$ cat src/rtl/vip_hex_line_writer_if.sv
// Stream bundle for vip_hex_line_writer: word ingress and ASCII byte egress.
// The master side feeds words and sinks bytes; the slave side is the formatter.
interface vip_hex_line_writer_if #(
  parameter int DATA_WIDTH_P = 32
);
  logic                    ing_tvalid;
  logic                    ing_tready;
  logic [DATA_WIDTH_P-1:0] ing_tdata;
  logic                    egr_tvalid;
  logic                    egr_tready;
  logic [7:0]              egr_tdata;
  logic                    egr_tlast;

  modport master (
    output ing_tvalid, ing_tdata, egr_tready,
    input  ing_tready, egr_tvalid, egr_tdata, egr_tlast
  );

  modport slave (
    input  ing_tvalid, ing_tdata, egr_tready,
    output ing_tready, egr_tvalid, egr_tdata, egr_tlast
  );
endinterface

$ cat src/rtl/vip_hex_line_writer.sv
// Formats each ingress word as one text line: DATA_WIDTH_P/4 hex chars, MSB
// nibble first, then LF. Egress byte outputs are registered and hold under stall.
module vip_hex_line_writer #(
  parameter int DATA_WIDTH_P     = 32,
  parameter int UPPER_CASE_P     = 0,
  parameter int LINE_CNT_WIDTH_P = 16
) (
  input  logic                        clk,
  input  logic                        rst_n,
  vip_hex_line_writer_if.slave        bus,
  output logic [LINE_CNT_WIDTH_P-1:0] lines_written,
  output logic                        busy
);
  localparam int NCHAR = DATA_WIDTH_P / 4;
  localparam int CNT_W = (NCHAR > 1) ? $clog2(NCHAR) : 1;
  localparam logic [CNT_W-1:0] LAST_CHAR = CNT_W'(NCHAR - 1);
  localparam logic [7:0] LF = 8'h0A;

  localparam logic [1:0] IDLE = 2'd0;
  localparam logic [1:0] HEX  = 2'd1;
  localparam logic [1:0] EOL  = 2'd2;

  logic [1:0]                  state;
  logic [DATA_WIDTH_P-1:0]     shift_q;
  logic [DATA_WIDTH_P-1:0]     shift_next;
  logic [CNT_W-1:0]            char_cnt;
  logic [7:0]                  tdata_q;
  logic                        tvalid_q;
  logic                        tlast_q;
  logic [LINE_CNT_WIDTH_P-1:0] lines_q;
  logic                        ing_ready;
  logic                        capture;
  logic                        egr_hs;

  function automatic logic [7:0] nib2char(input logic [3:0] nib);
    if (nib < 4'd10) return 8'h30 + {4'h0, nib};
    return ((UPPER_CASE_P != 0) ? 8'h37 : 8'h57) + {4'h0, nib};
  endfunction

  // Ingress opens in IDLE, and in EOL only together with the LF handshake so
  // the next word is captured without a bubble.
  always_comb begin
    // NOTE: every always_comb output gets a default first so no path can infer a latch.
    ing_ready = 1'b0;
    case (state)
      IDLE:    ing_ready = 1'b1;
      EOL:     ing_ready = bus.egr_tready;
      default: ing_ready = 1'b0;
    endcase
  end

  assign capture    = bus.ing_tvalid & ing_ready;
  assign egr_hs     = tvalid_q & bus.egr_tready;
  assign shift_next = shift_q << 4;

  always_ff @(posedge clk) begin
    // NOTE: reset is sampled on the edge only, and all state uses non-blocking
    // assignments so every flop sees pre-edge values.
    if (!rst_n) begin
      state    <= IDLE;
      shift_q  <= '0;
      char_cnt <= '0;
      tdata_q  <= '0;
      tvalid_q <= 1'b0;
      tlast_q  <= 1'b0;
      lines_q  <= '0;
    end else begin
      if (capture) begin
        state    <= HEX;
        shift_q  <= bus.ing_tdata;
        char_cnt <= LAST_CHAR;
        tdata_q  <= nib2char(bus.ing_tdata[DATA_WIDTH_P-1 -: 4]);
        tvalid_q <= 1'b1;
        tlast_q  <= 1'b0;
      end else if (egr_hs) begin
        case (state)
          HEX: begin
            if (char_cnt == '0) begin
              tdata_q <= LF;
              tlast_q <= 1'b1;
              state   <= EOL;
            end else begin
              shift_q  <= shift_next;
              tdata_q  <= nib2char(shift_next[DATA_WIDTH_P-1 -: 4]);
              char_cnt <= char_cnt - CNT_W'(1);
            end
          end
          EOL: begin
            state    <= IDLE;
            tvalid_q <= 1'b0;
            tlast_q  <= 1'b0;
          end
          default: begin
            state    <= IDLE;
            tvalid_q <= 1'b0;
            tlast_q  <= 1'b0;
          end
        endcase
      end

      // A line counts as written once its LF has been taken; wraps naturally.
      if (state == EOL && egr_hs) lines_q <= lines_q + LINE_CNT_WIDTH_P'(1);
    end
  end

  assign bus.ing_tready = ing_ready;
  assign bus.egr_tvalid = tvalid_q;
  assign bus.egr_tdata  = tdata_q;
  assign bus.egr_tlast  = tlast_q;
  assign lines_written  = lines_q;
  assign busy           = (state != IDLE);

endmodule

$ cat src/flat_wrapper.sv
// flat-port wrapper written by rule: the top's interface ports become plain ports
module vip_hex_line_writer_flat 
#(
  parameter int DATA_WIDTH_P     = 32,
  parameter int UPPER_CASE_P     = 0,
  parameter int LINE_CNT_WIDTH_P = 16
)
  (clk, rst_n, lines_written, busy, bus_ing_tvalid, bus_ing_tdata, bus_egr_tready, bus_ing_tready, bus_egr_tvalid, bus_egr_tdata, bus_egr_tlast);
  vip_hex_line_writer_if #(.DATA_WIDTH_P(DATA_WIDTH_P)) bus_i ();
  input  logic clk;
  input  logic rst_n;
  output logic [LINE_CNT_WIDTH_P-1:0] lines_written;
  output logic busy;
  input wire logic [$bits(bus_i.ing_tvalid)-1:0] bus_ing_tvalid;
  input wire logic [$bits(bus_i.ing_tdata)-1:0] bus_ing_tdata;
  input wire logic [$bits(bus_i.egr_tready)-1:0] bus_egr_tready;
  output wire logic [$bits(bus_i.ing_tready)-1:0] bus_ing_tready;
  output wire logic [$bits(bus_i.egr_tvalid)-1:0] bus_egr_tvalid;
  output wire logic [$bits(bus_i.egr_tdata)-1:0] bus_egr_tdata;
  output wire logic [$bits(bus_i.egr_tlast)-1:0] bus_egr_tlast;
  assign bus_i.ing_tvalid = bus_ing_tvalid;
  assign bus_i.ing_tdata = bus_ing_tdata;
  assign bus_i.egr_tready = bus_egr_tready;
  assign bus_ing_tready = bus_i.ing_tready;
  assign bus_egr_tvalid = bus_i.egr_tvalid;
  assign bus_egr_tdata = bus_i.egr_tdata;
  assign bus_egr_tlast = bus_i.egr_tlast;
  vip_hex_line_writer #(.DATA_WIDTH_P(DATA_WIDTH_P), .UPPER_CASE_P(UPPER_CASE_P), .LINE_CNT_WIDTH_P(LINE_CNT_WIDTH_P)) u_core (.clk(clk), .rst_n(rst_n), .bus(bus_i), .lines_written(lines_written), .busy(busy));
endmodule
$ cat config.mk
export PLATFORM = sky130hd
export DESIGN_NAME = vip_hex_line_writer_flat
export DESIGN_NICKNAME = d
export VERILOG_FILES = /design/src/rtl/vip_hex_line_writer_if.sv /design/src/rtl/vip_hex_line_writer.sv /design/src/flat_wrapper.sv
export SDC_FILE = /design/constraint.sdc
export NUM_CORES = 1
export LEC_CHECK = 0
export CAP_MARGIN = 20
export CORE_UTILIZATION = 30
export CTS_CLUSTER_DIAMETER = 200
export CTS_CLUSTER_SIZE = 24
export DETAILED_ROUTE_END_ITERATION = 10
export PLACE_DENSITY = 0.65
export SLEW_MARGIN = 15
export SYNTH_ARGS = -nofsm -noshare
export SYNTH_HDL_FRONTEND = slang
export SYNTH_SLANG_ARGS = --single-unit
$ cat constraint.sdc
create_clock -name clk -period 3.87 [get_ports clk]
set_input_delay 0.774 -clock clk [delete_from_list [all_inputs] [get_ports clk]]
set_output_delay 0.774 -clock clk [all_outputs]
set_load 0.005 [all_outputs]
==> summary.txt, run 1 <==
Run status
  • Outcome: finished, final reports clean

Pwr
  • P_leak: 1.38 nW
  • Register share of total power: 47.3%
  • Pwr per Cell Area: 386 nW/um^2
  • Pint: 1.04 mW
  • Combinational power share: 12.5%
  • Overall power: 1.36 mW
  • Peak supply drop: 0.202 mV
  • Sw Ratio: 23.7%
  • Switch Pwr: 0.323 mW
  • Clock power frac: 40.2%

Synth
  • Seq/Total Area, Yosys: 43.2%
  • Synth Cell Area: 2640 um^2
  • Post-synth top area share: 43.2%
  • EDFF count, synth: 0
  • Post-Synth Simple-Gate Area: 17.7%
  • Synth Area in Adders: 2.37%
  • Post-synthesis compound-gate area fraction: 19.6%
  • Post-Synth XOR/XNOR Area: 3.98%
  • Synth area leaders: dfxtp_1 43%, mux2i_1 8.0%, a21oi_1 7.6%
  • Mapped Cells: 307
  • Synth cell types: 40
  • Multiplexer area fraction after synthesis: 8.38%
  • Largest family of logic cells by synthesized area: compound AO/OA/AOI/OAI gates
  • Synth Flop Type: dfxtp_1
  • Synth top cells by count: 57 x dfxtp_1, 40 x a21oi_1, 30 x o21ai_0
  • Warnings, synthesis: 0
  • Asr flop ratio synth: 0%
  • Leading area contributor after synthesis: dfxtp_1
  • Syn_area_per_cell: 8.60 um^2
  • Mapped Nets: 348
  • Synthesized flop and latch total: 57
  • Most frequent cell after synthesis: dfxtp_1

Routing
  • Vias: 2335
  • Number of remaining DRC errors: 0
  • TritonRoute pass-1 iters: 4
  • Detail Route Antenna Nets: 0
  • Routed length per instance: 12.8 um
  • DR vias/cell: 4.94
  • Iter 0 DRT Violations: 94
  • Final wirelength: 6050 um

GRT
  • First-pass GRT wire length: 10000 um
  • Grt total ovfl: 0
  • Initial antenna violation count: 0
  • Pin count of the biggest net entering global routing: 55
  • Total track usage: 14.4%
  • Vias in the first global route: 2243

Clock tree
  • # hold bufs at CTS: 0
  • Setup Fix Bufs, Post-CTS: 0
  • Htree depth: 3
  • CTS tree: yes
  • Max clock buf depth: 2
  • Clock transition at the registers of the reported paths: 60 ps
  • Cells resized by post-CTS repair: 0
  • Num CTS Buffers: 9
  • Clk root buf: clkbuf_8
  • Worst skew pair latency: 330 ps
  • Sink Count: 57

Worst setup path
  • Reg2Reg Depth: 4
  • Cell mode on critical path: clkdlybuf4s50_1
  • Delay-heaviest family, CP: buffers and inverters
  • FF-to-FF End: u_core.lines_written[14]$_SDFFE_PN0P_
  • WP buf/inv: 2
  • CP cell instances: clkdlybuf4s50_1, o21a_1, clkdlybuf4s50_1
  • Worst Path Required: 3100 ps
  • Crit path arrival time: 2080 ps
  • Worst r2r src: u_core.bus.egr_tlast$_SDFFE_PP0P_
  • Worst setup SP type: primary input
  • CP Class: in -> out
  • CP max stage cell: clkdlybuf4s50_1
  • CP Max Fanout: 9
  • CP max stage delay: 660 ps
  • Flop-to-flop setup slack: 1860 ps
  • Critical Path Sink Type: output pin

STA
  • Final period utilization: 73.7%
  • Number of setup violations in the final report: 0
  • Unrepaired setup endpoints after global routing: false
  • Hold WS: 456 ps
  • Pins Over Slew Limit: 0
  • Worst-Margin Slew: 943 ps
  • TNS Setup: 0 ps
  • Post-route minimum period: 2850 ps
  • Worst Skew: 9.82 ps
  • Fmax: 350 MHz
  • Max-Slew Margin vs Limit: 37.1%
  • Final hold vios: 0

Hold path
  • Hold Path Stages: 2
  • HP Class: reg -> reg
  • Hold path endpoint: u_core.shift_q[3]$_SDFFE_PN0P_
  • Hold Crit Start: u_core.shift_q[3]$_SDFFE_PN0P_

Cells and area
  • Syn-to-layout area delta: 33.7%
  • Final nets: 405
  • Antenna cells: 0
  • Filler cells: 829
  • Final Non-Filler Cells: 473
  • Layout cells sized above 1: 6.79%

Floorplanning
  • Die Area: 9180 um^2
  • Starting Density: 31.5%
  • # IOs: 64
  • Row cnt: 33
  • Die width: 95.8 um
  • Die height: 95.8 um
  • Core box area: 8380 um^2

Placement
  • Dpl cells: 458
  • Input/output buffers: 62
  • RD Place Congestion: 0.815
  • DP HPWL: 4040 um

Job
  • Maxcap violations: 0
placed cells by master (no fill, tap or decap), drive strengths merged, types with 5 or more instances in the layout:
| master | count |
|---|---|
| a211oi | 6 |
| a21oi | 40 |
| a22oi | 6 |
| clkbuf | 12 |
| clkdlybuf4s50 | 62 |
| dfxtp | 57 |
| ha | 5 |
| inv | 10 |
| mux2i | 21 |
| nand2 | 24 |
| nand3 | 15 |
| nor2 | 18 |
| nor3 | 9 |
| o21ai | 30 |
| xnor2 | 9 |
metrics by stage:
stage | utilization (%) | cell area, um^2 | setup slack (ps)
2_1_floorplan | - | 2640 | 1600
3_3_place_gp | 39.8 | 3340 | 972
3_5_place_dp | 39.8 | 3340 | 925
4_1_cts | 42.1 | 3530 | 997
5_1_grt | 42.1 | 3530 | 910
6_report | 42.1 | 3530 | 1020
how the worst max path moves through the flow:
stage | from | endpoint | slack [ps] | cells after the start
after CTS | bus_egr_tready | bus_ing_tready | 1000 | 3
after global placement | bus_egr_tready | u_core.lines_written[14]$_SDFFE_PN0P_ | 970 | 5
after detailed placement | bus_egr_tready | u_core.lines_written[14]$_SDFFE_PN0P_ | 920 | 5
final | bus_egr_tready | bus_ing_tready | 1020 | 3
after global routing | bus_egr_tready | bus_ing_tready | 910 | 3
after floorplan | bus_egr_tready | u_core.lines_written[14]$_SDFFE_PN0P_ | 1600 | 5
per-layer routing:
layer	wire, um	part of all wire, %	up-vias	global-route usage (%)
li1	-	-	1207	-
met1	2850	47	1076	17.4
met2	2860	47	50	23.5
met3	302	5.0	2	5.29
met4	41	0.68	0	4.85
met5	0	0	-	0
power groups by stage:
stage	Clock, mW	Sequential, mW	Combinational, mW
after global placement	0	0.656	0.169
after global routing	0.602	0.648	0.193
after detailed placement	0	0.657	0.172
after CTS	0.572	0.644	0.173
final	0.549	0.644	0.170
after floorplan	0	0.652	0.0995
cell type report:
class	count	area [um^2]	area share [%]
Multi-Input combinational cell	220	1380	39.0
Clock inverter	3	40.0	1.13
Timing Repair Buffer	66	651	18.4
Sequential cell	57	1140	32.3
Clock buffer	12	155	4.39
Tap cell	105	131	3.72
Inverter	10	37.5	1.06
flip-flops by register name, summed over array words and instances, names as in the netlist:
signal / flops
u_core.char_cnt: 3
u_core.lines_written: 16
u_core.bus.egr_tdata: 7
u_core.bus.egr_tvalid: 1
u_core.state: 1
u_core.bus.egr_tlast: 1
u_core.shift_q: 28
logic make-up after synthesis:
logic type               count (synthesis)
XOR/XNOR                                12
AO/OA/AOI/OAI                           91
other                                    1
adder cells (fa/ha/maj)                  5
AND/OR/NAND/NOR                         89
flip-flops                              57
multiplexers                            22
buffers and inverters                   30
worst register-to-register path, delay by kind of cell (launching register included):
family           cells  cell delay (ps)
AND/OR/NAND/NOR      3             1290
flip-flops           1              500
AO/OA/AOI/OAI        1              140
(Power assumes the default switching activity.)
==> inputs of run 2 (changes only) <==
Settings changed: PLACE_DENSITY 0.65 to 0.67.
Clock period 3.87 ns to 2.6 ns, I/O delays scaled along.
==> summary.txt, run 2 (same netlist as run 1, synthesis figures left out) <==
Cells and area
  • Final nets: 411
  • Area occupied by multi-input gates: 1380 um^2
  • Syn-to-layout area delta: 36.1%
  • Biggest register: u_core.shift_q
  • Register area: 1140 um^2
  • Leading cell type in the layout, fill and taps excluded: clkdlybuf4s50_1
  • Layout cells sized above 1: 8.00%
  • Commonest cells after routing, fill and taps aside: 62 x clkdlybuf4s50_1, 57 x dfxtp_1, 40 x a21oi_1
  • Largest register FFs: 28
  • Antenna cells: 0
  • Filler cells: 836

Routing
  • Vias: 2379
  • Detail Route Antenna Nets: 0
  • Final wirelength: 6130 um
  • Iter 0 DRT Violations: 99
  • TritonRoute pass-1 iters: 4
  • Number of remaining DRC errors: 0
  • DR vias/cell: 4.96
  • Routed length per instance: 12.8 um

Placement
  • DP HPWL: 4330 um
  • Input/output buffers: 62
  • RD Place Congestion: 0.834
  • Post-place setup slack: 148 ps

Worst setup path
  • Setup crit start: bus_egr_tready
  • Worst setup SP type: primary input
  • CP Max Fanout: 8
  • CP Class: in -> out
  • Worst r2r src: u_core.lines_written[0]$_SDFFE_PN0P_
  • Critical Path Sink Type: output pin
  • Worst Path Required: 2080 ps
  • Crit path arrival time: 1820 ps
  • Flop-to-flop setup slack: 630 ps

Clock tree
  • Worst skew pair latency: 330 ps
  • # hold bufs at CTS: 0
  • Setup Fix Bufs, Post-CTS: 0
  • Htree depth: 3
  • CTS tree: yes
  • Sink Count: 57
  • Clk root buf: clkbuf_8
  • Num CTS Buffers: 9
  • Max clock buf depth: 2
  • Cells resized by post-CTS repair: 0
  • Clock transition at the registers of the reported paths: 60 ps

STA
  • Final period utilization: 90.0%
  • Worst-Margin Slew: 694 ps
  • Final hold vios: 0
  • Number of setup violations in the final report: 0
  • Final WS setup: 260 ps
  • TNS Setup: 0 ps
  • Max-Slew Margin vs Limit: 53.7%
  • Post-route minimum period: 2340 ps
  • Pins Over Slew Limit: 0
  • Worst Skew: 5.87 ps
  • Unrepaired setup endpoints after global routing: false
  • Fmax: 427 MHz

Floorplanning
  • Row cnt: 33
  • Core box area: 8380 um^2
  • Die width: 95.8 um
  • Die Area: 9180 um^2
  • Die height: 95.8 um
  • # IOs: 64
  • Starting Density: 31.5%

Pwr
  • P_leak: 1.41 nW
  • Pwr per Cell Area: 563 nW/um^2
  • Peak supply drop: 0.301 mV

GRT
  • Grt total ovfl: 0
  • Total track usage: 14.4%
  • Vias in the first global route: 2185
  • First-pass GRT wire length: 10100 um
  • Pin count of the biggest net entering global routing: 55
  • Initial antenna violation count: 0

Job
  • Maxcap violations: 0

Hold path
  • Hold Crit Start: u_core.shift_q[1]$_SDFFE_PN0P_
  • HP Class: reg -> reg

Run status
  • Outcome: finished, final reports clean
==> run 2: cell types whose count changed in the layout (fill, tap and decap cells not counted) <==
cell,previous run,this run
clkbuf_1,1,3
buf_4,4,8
clkbuf_8,11,10
buf_12,0,2
==> run 2: cell type report <==
cell class,instances,area share (%)
Timing Repair Buffer,72,20.0
Clock buffer,13,4.14
Clock inverter,3,1.11
Tap cell,105,3.65
Sequential cell,57,31.7
Multi-Input combinational cell,220,38.3
Inverter,10,1.04
==> run 2: power breakdown <==
group,leakage [nW],switching [mW],internal [mW],total [mW]
clock network,0.0974,0.335,0.467,0.802
logic,0.849,0.119,0.144,0.263
registers,0.468,0.0339,0.925,0.959
==> run 2: final timing paths <==
| path | end | cells past startpoint |
|---|---|---|
| setup / recovery | bus_ing_tready | 4 |
| hold / removal | u_core.shift_q[1]$_SDFFE_PN0P_ | 2 |
| setup reg to reg | u_core.lines_written[14]$_SDFFE_PN0P_ | 5 |
| hold reg to reg | u_core.shift_q[1]$_SDFFE_PN0P_ | 2 |
==> run 2: routing by layer <==
layer | part of all wire, % | GRT usage (%) | vias to the layer above | routed length, um
li1 | - | - | 1221 | -
met1 | 48 | 18.1 | 1096 | 2950
met2 | 46 | 22.9 | 51 | 2800
met3 | 3.6 | 3.16 | 11 | 223
met4 | 2.5 | 7.59 | 0 | 155
met5 | 0 | 0 | - | 0
==> run 2: critical path, cell delays in order <==
cell             delay, ps
clkdlybuf4s50_1        520
buf_4                  170
o21a_1                 120
clkdlybuf4s50_1        490
==> run 2: stage by stage <==
stage | cells | power, mW | util (%) | area (um^2) | hold slack, ps
after global placement | 464 | 1.24 | 40.6 | 3410 | 445
after detailed placement | 464 | 1.24 | 40.6 | 3410 | 449
after floorplan | 307 | 1.12 | - | 2640 | 436
after CTS | 480 | 2.05 | 42.9 | 3600 | 457
final | 480 | 2.02 | 42.9 | 3600 | 457
after global routing | 480 | 2.13 | 42.9 | 3600 | 492
